### src/rtl/nn_pkg.sv
// Shared constants, FSM state type and saturation helper for the NN datapath.
// Used by neuron_accumulator and nn_sat_shift.
package nn_pkg;

  localparam int NN_N     = 16;
  localparam int NN_W     = 16;
  localparam int NN_FRAC  = 8;
  localparam int SAT_IN_W = 64;

  typedef enum logic [1:0] {
    IDLE,
    RUN,
    FLUSH,
    DONE
  } nn_state_t;

  function automatic int acc_w(input int w, input int n);
    return 2 * w + $clog2(n) + 1;
  endfunction

  function automatic logic signed [SAT_IN_W-1:0] sat_to_w(
    input logic signed [SAT_IN_W-1:0] v,
    input int                         w
  );
    logic signed [SAT_IN_W-1:0] hi;
    logic signed [SAT_IN_W-1:0] lo;
    hi = (64'sd1 <<< (w - 1)) - 64'sd1;
    lo = -(64'sd1 <<< (w - 1));
    if (v > hi)      return hi;
    else if (v < lo) return lo;
    else             return v;
  endfunction

endpackage

### src/rtl/nn_sat_shift.sv
// Rescale by FRAC (floor), saturate to W bits.
// Define NEURON_RELU_EN to clamp negative results to zero.
module nn_sat_shift
  import nn_pkg::*;
#(
  parameter int W    = NN_W,
  parameter int FRAC = NN_FRAC,
  parameter int IN_W = acc_w(NN_W, NN_N)
) (
  input  logic signed [IN_W-1:0] sum,
  output logic signed [W-1:0]    y
);

  logic signed [SAT_IN_W-1:0] wide;
  logic signed [SAT_IN_W-1:0] sat;

  assign wide = SAT_IN_W'(sum) >>> FRAC;
  assign sat  = sat_to_w(wide, W);

`ifdef NEURON_RELU_EN
  assign y = sat[SAT_IN_W-1] ? '0 : W'(sat);
`else
  assign y = W'(sat);
`endif

endmodule

### src/rtl/neuron_accumulator.sv
// MAC over N streamed elements plus bias, rescaled and saturated to W bits.
// Optional ReLU output stage via NEURON_RELU_EN (see nn_sat_shift).
module neuron_accumulator
  import nn_pkg::*;
#(
  parameter int N    = NN_N,
  parameter int W    = NN_W,
  parameter int FRAC = NN_FRAC
) (
  input  logic                clk,
  input  logic                rst,
  input  logic                reg_rst,
  input  logic                ld,
  input  logic [15:0]         index,
  input  logic signed [W-1:0] x_in,
  input  logic signed [W-1:0] w_in,
  input  logic signed [W-1:0] bias,
  output logic signed [W-1:0] y,
  output logic                y_valid,
  output logic                seq_err
);

  localparam int ACC_W = acc_w(W, N);

  nn_state_t state, state_nxt;

  logic [15:0]              exp_idx;
  logic signed [2*W-1:0]    prod_q;
  logic                     v1;
  logic                     last1;
  logic                     last2;
  logic signed [ACC_W-1:0]  acc;
  logic signed [ACC_W-1:0]  sum;
  logic signed [W-1:0]      bias_q;
  logic signed [W-1:0]      y_nxt;
  logic                     open;
  logic                     accept;
  logic                     is_last;

  assign open    = (state == IDLE) || (state == RUN);
  assign accept  = ld && !reg_rst && open;
  assign is_last = (index == 16'(N - 1));

  assign sum = acc + (ACC_W'(bias_q) <<< FRAC);

  nn_sat_shift #(
    .W    (W),
    .FRAC (FRAC),
    .IN_W (ACC_W)
  ) u_sat (
    .sum (sum),
    .y   (y_nxt)
  );

  always_ff @(posedge clk or negedge rst) begin
    if (!rst) state <= IDLE;
    else      state <= state_nxt;
  end

  always_comb begin
    state_nxt = state;
    unique case (state)
      IDLE:  if (accept) state_nxt = is_last ? FLUSH : RUN;
      RUN:   if (accept && is_last) state_nxt = FLUSH;
      FLUSH: if (last2) state_nxt = DONE;
      DONE:  state_nxt = DONE;
      default: state_nxt = IDLE;
    endcase
    if (reg_rst) state_nxt = IDLE;
  end

  always_ff @(posedge clk or negedge rst) begin
    if (!rst) begin
      exp_idx <= '0;
      prod_q  <= '0;
      v1      <= 1'b0;
      last1   <= 1'b0;
      last2   <= 1'b0;
      acc     <= '0;
      bias_q  <= '0;
      y       <= '0;
      y_valid <= 1'b0;
      seq_err <= 1'b0;
    end else if (reg_rst) begin
      // y is kept; anything still in flight is dropped
      exp_idx <= '0;
      v1      <= 1'b0;
      last1   <= 1'b0;
      last2   <= 1'b0;
      acc     <= '0;
      y_valid <= 1'b0;
      seq_err <= 1'b0;
    end else begin
      v1 <= accept;
      if (accept) begin
        prod_q  <= (2*W)'(x_in) * (2*W)'(w_in);
        last1   <= is_last;
        exp_idx <= (exp_idx == 16'(N - 1)) ? '0 : exp_idx + 16'd1;
        if (index != exp_idx) seq_err <= 1'b1;
      end
      if (ld && !open) seq_err <= 1'b1;
      last2 <= v1 && last1;
      if (v1 && last1) bias_q <= bias;
      y_valid <= last2;
      if (last2) begin
        y   <= y_nxt;
        acc <= '0;
      end else if (v1) begin
        acc <= acc + ACC_W'(prod_q);
      end
    end
  end

endmodule

### config.mk
export PLATFORM = sky130hd
export DESIGN_NAME = neuron_accumulator
export DESIGN_NICKNAME = d
export VERILOG_FILES = /design/src/rtl/nn_pkg.sv /design/src/rtl/nn_sat_shift.sv /design/src/rtl/neuron_accumulator.sv
export SDC_FILE = /design/constraint.sdc
export NUM_CORES = 1
export LEC_CHECK = 0
export BUFFER_PORTS_ARGS = -buffer_cell sky130_fd_sc_hd__buf_2
export CORE_ASPECT_RATIO = 1.1
export CORE_MARGIN = 2
export CORE_UTILIZATION = 33
export DETAILED_ROUTE_END_ITERATION = 12
export PLACE_DENSITY = 0.54
export SLEW_MARGIN = 15
export SYNTH_ARGS = -nofsm -noshare
export SYNTH_HDL_FRONTEND = slang
export SYNTH_SLANG_ARGS = --single-unit
### constraint.sdc
create_clock -name clk -period 3.8 [get_ports clk]
set_clock_uncertainty 0.1 [all_clocks]
set_input_delay 0.19 -clock clk [delete_from_list [all_inputs] [get_ports clk]]
set_output_delay 0.19 -clock clk [all_outputs]
set_load 0.05 [all_outputs]
# Word level (Yosys, flattened, before mapping)
# Cells that the tools add are included.
# Widths: inputs -> output; s select.
# op_classes
addsub	3
n_mul	1
order_cmp	2
eq_ne	9
n_mux	23
bitwise_logic	1
n_reduce_logical	18
# ops
op	n
$mux 37	3
$mux 16	5
$add 37x24->37	1
$add 37x32->37	1
$eq 16x4->1 const B	2
$mul 16x16->32	1
$gt 29x16->1 const B	1
$lt 29x16->1 const B	1
$add 16x1->16 const B	1
$ne 16x16->1	1
$mux 2	5
$mux 1	9
$reduce_bool 3->1	3
$pmux 2 s4	1
$reduce_and 2->1	4
$ne 3x3->1 const B	2
$logic_and 1x1->1	5
$eq 2x2->1 const B	2
$ne 3x2->1 const B	1
$reduce_and 3->1	1
$eq 2x1->1 const B	1
$logic_not 1->1	2
$logic_not 2->1	1
$reduce_bool 2->1	1
2 further kinds	2
# totals
reg_bits	124
inputBits	68
output_inout_bits	18
elab_cells	68

# Longest topological paths before layout
# depth
word_depth	7
ltp_mapped	26
depth_no_buf	25

# Hierarchy
# A second synthesis with hierarchy kept.
# unflattened
cells_unflattened	2071
hier_area_um2	18401.4
# by_module_without_submodules
mod	n_inst	cells_each	area_each_um2	seq_area_each_um2
neuron_accumulator	1	2043	18183.7	3078.0
nn_sat_shift	1	28	217.7	0.0

# Worst setup path after synthesis
# No wires, ideal clock.
# synth_timing
path_kind	in2reg
start	in x_in[7]
end	reg prod_q[29]
setup_time_ns	0.134
arrival_ns	5.836
required_ns	3.566
setup_slack_ns	-2.270
path_stages	24
path_buffers	1
cell_sequence	clkbuf_1 > nand2_1 > fa_1 > inv_1 > fa_1 > inv_1 > fa_1 > inv_1 > fa_1 > fa_1 > inv_1 > fa_1 > inv_1 > ha_1 > a21o_1 > a21o_1 > a41oi_1 > o21ai_1 > a21oi_1 > o31ai_2 > a2111oi_0 > o21bai_1 > xor2_1 > o21ai_0
# synth_between
elab_chain_len	1
# synth_lines
element	line	rtl
start: declaration	neuron_accumulator.sv:15	input logic signed [W-1:0] x_in,
$mul 16x16->32	neuron_accumulator.sv:96	prod_q <= (2*W)'(x_in) * (2*W)'(w_in);
end signal: assignment	neuron_accumulator.sv:96	
end: declaration	neuron_accumulator.sv:28	logic signed [2*W-1:0] prod_q;
# No other way between the ends.
# A chain may end at the register's enable or synchronous reset.

# Worst setup path in the final report
# layout_timing
start	in x_in[7]
end	reg prod_q[28]
# Same word-level chain as after synthesis.

==> qor.txt <==
failing checks - negative setup slack
post-synthesis cell type count - 78
startpoint types - input pin
first-pass GRT wire length - 74500 um
worst skew pair latency - 0.42 ns
Slew Limit Fails - 0
Worst Path Required - 3.98 ns
initial core utilization - 33.2%
Max-cap violations - 0
die height - 250 um
CTS root buffer - clkbuf_16
register area - 3080 um^2
synth top area cells - fa_1 (29%), dfrtp_1 (17%), ha_1 (10%)
CTS HTree Levels - 4
worst slew pin tran - 0.792 ns
DR vias - 14100
top cell type's share of synthesized area - 29.2%
crit-path leading delay family - adder cells
Synthesis Warnings - 0
final-report hold violation count - 0
Crit-path slowest cell - fa_1
worst relative slew slack - 47.0%
Buf+Inv Stages, Crit Path - 6
die area - 56700 um^2
fillcell total - 5401
RR Startpoint - acc[8]
slowest cell delay on critical path - 0.56 ns
DIE WIDTH - 227 um
routed wire length - 43000 um
port bufs - 85
GRT Total Usage - 15.8%
critical path class - input pin to flip-flop
endpoints failing setup - 23
Rows - 90
top cells by count, synth - inv_1 (330), fa_1 (264), nand2_1 (254), ha_1 (147), dfrtp_1 (123)
Crit Path Max Fanout - 7
GRT overflow - 0
Place WS - -2.27 ns
initial antenna violation count - 0
CTS tree - done
Post-synth ARST share - 100%
n_diodes - 0
Reg clk slew, reported paths - 0.06 ns
number of global-route vias before repair - 15100
routability cong. - 0.844
syn nets - 2466
hold crit path type - input pin to flip-flop
Crit Reg-Reg Endpoint - y[10]
Synth Cell Area - 18100 um^2
final net count - 2727
unrepaired setup endpoints after global routing - true
Top cell by count, worst path - fa_1
Gate Count Post-Synth - 1987
Post-synth EDFFs - 0
share of layout cells above drive strength 1 - 21.9%
Critical Path Sink Type - flip-flop
IO Pins - 86
Iteration-0 DRC Markers - 480
Final Cycle Share - 146%
drt drc - 0
count leader, synth - inv_1
TritonCTS Sinks - 123
fmax - 181 MHz
setup slack, reg-to-reg - 0.19 ns
final worst setup slack - -1.73 ns
HP Start - index[9]
worst hold path depth - 4
sequential fraction of the synthesis area - 17.0%
Post-DRT Antenna Nets - 0
critical path depth - 23
CTS buffer count - 17
largest area contributor in the netlist - fa_1
wire per inst - 14.3 um
crit path cell chain - buf_12, and2_4, fa_1, fa_1, ha_2, inv_2, fa_1, inv_2, fa_1, inv_2, fa_1, inv_2, ha_4, a2111oi_4, o21ai_2, a221o_1, a221o_1, a21oi_4, nor3_4, o41ai_4, buf_4, xor2_1, o21ai_1
largest net degree at the start of global routing - 72
Post-synth top flop - dfrtp_1
Synth Register Bits - 123
synthesized area per cell - 9.10 um^2
min Tclk post-route - 5.53 ns
Multi-input gate area - 14200 um^2
clock buffer depth - 2
CP arrival - 5.72 ns
DPL Wire Length - 35500 um
P&R area growth vs syn - 24.7%
status - finished with violations
R2R cell count - 14
Hold Path End - state[1]
Pre-Repair DR Iteration Count - 4
vias per cell - 4.69
Std-Cell Core Area - 54500 um^2
[area by class of cell]
type,instances,share of cell area (%)
inverter,331,5.56
multi-input combinational,1466,62.9
clock inverter,8,0.533
tap,736,4.08
timing repair buffer,309,11.3
clock buffer,23,1.99
sequential,123,13.7
[worst min-delay path: cells and delay by family]
| family | cells | cell delay, ns |
|---|---|---|
| AND/OR/NAND/NOR | 2 | 0.15 |
| AO/OA/AOI/OAI | 1 | 0.06 |
| buffers and inverters | 1 | 0.09 |
[repair_timing]
item / 4_1_cts / 5_1_grt
setup buffers: 33 / 20
hold buffers: 18 / 0
gates cloned: 0 / 1
endpoints found under the setup margin: 25 / 41
hold endpoints to repair: 70 / 0
gates resized for setup: 123 / 83
pin swaps: 79 / 87
[sequential cells by signal, indices dropped and copies added, names as in the netlist]
signal and cells:
last2 1, exp_idx 16, last1 1, bias_q 16, seq_err 1, y 16
y_valid 1, state 1, prod_q 32, v1 1, acc 37
[kinds of logic after synthesis]
kind of cell    Yosys count  synth area share (%)
compound gates          373                  14.5
simple gates            569                  15.3
buf+inv                 398                  8.34
fa+ha+maj               411                  39.4
xor+xnor                113                  5.47
flops                   123                  17.0
[how the worst max path moves through the flow]
stage / to / slack (ns) / startpoint
4_1_cts: prod_q[28] / -1.72 / x_in[7]
5_1_grt: prod_q[29] / -1.98 / x_in[7]
6_report: prod_q[28] / -1.73 / x_in[7]
3_5_place_dp: prod_q[28] / -2.27 / x_in[8]
3_3_place_gp: prod_q[28] / -2.27 / x_in[7]
2_1_floorplan: prod_q[30] / -1.84 / w_in[2]
[stage by stage]
step | area [um^2] | utilization [%] | TNS, ns | hold WS [ns] | std cells
global placement | 20800 | 38.2 | -41.99 | 0.185 | 2915
global route | 22600 | 41.4 | -34.70 | 0.0354 | 2996
detailed placement | 20800 | 38.2 | -42.56 | 0.184 | 2915
finish | 22600 | 41.4 | -30.20 | 0.0239 | 2996
floorplan | 18600 | - | -29.56 | -0.206 | 1987
CTS | 22200 | 40.7 | -30.63 | 0.00199 | 2988
[cells in the final DEF (no fill, tap or decap), types with 34 or more instances in the layout]
cell / count
a21o_1: 53
a21oi_1: 59
a22o_1: 34
and2_1: 100
buf_2: 63
buf_4: 178
dfrtp_1: 122
fa_1: 252
ha_1: 123
inv_1: 301
nand2_1: 242
nor2_1: 63
o21ai_0: 72
xnor2_1: 77
[layer usage]
layer	global-route usage, %	routed length (um)	vias up
met2	26.9	20500	159
met1	22.1	21200	6937
met3	1.46	869	27
met4	2.82	454	0
met5	0	0	-
li1	-	-	6937
Power is left out: the tool's default activity adds up to more than one toggle a clock period on the data nets, which glitch-free logic cannot reach.
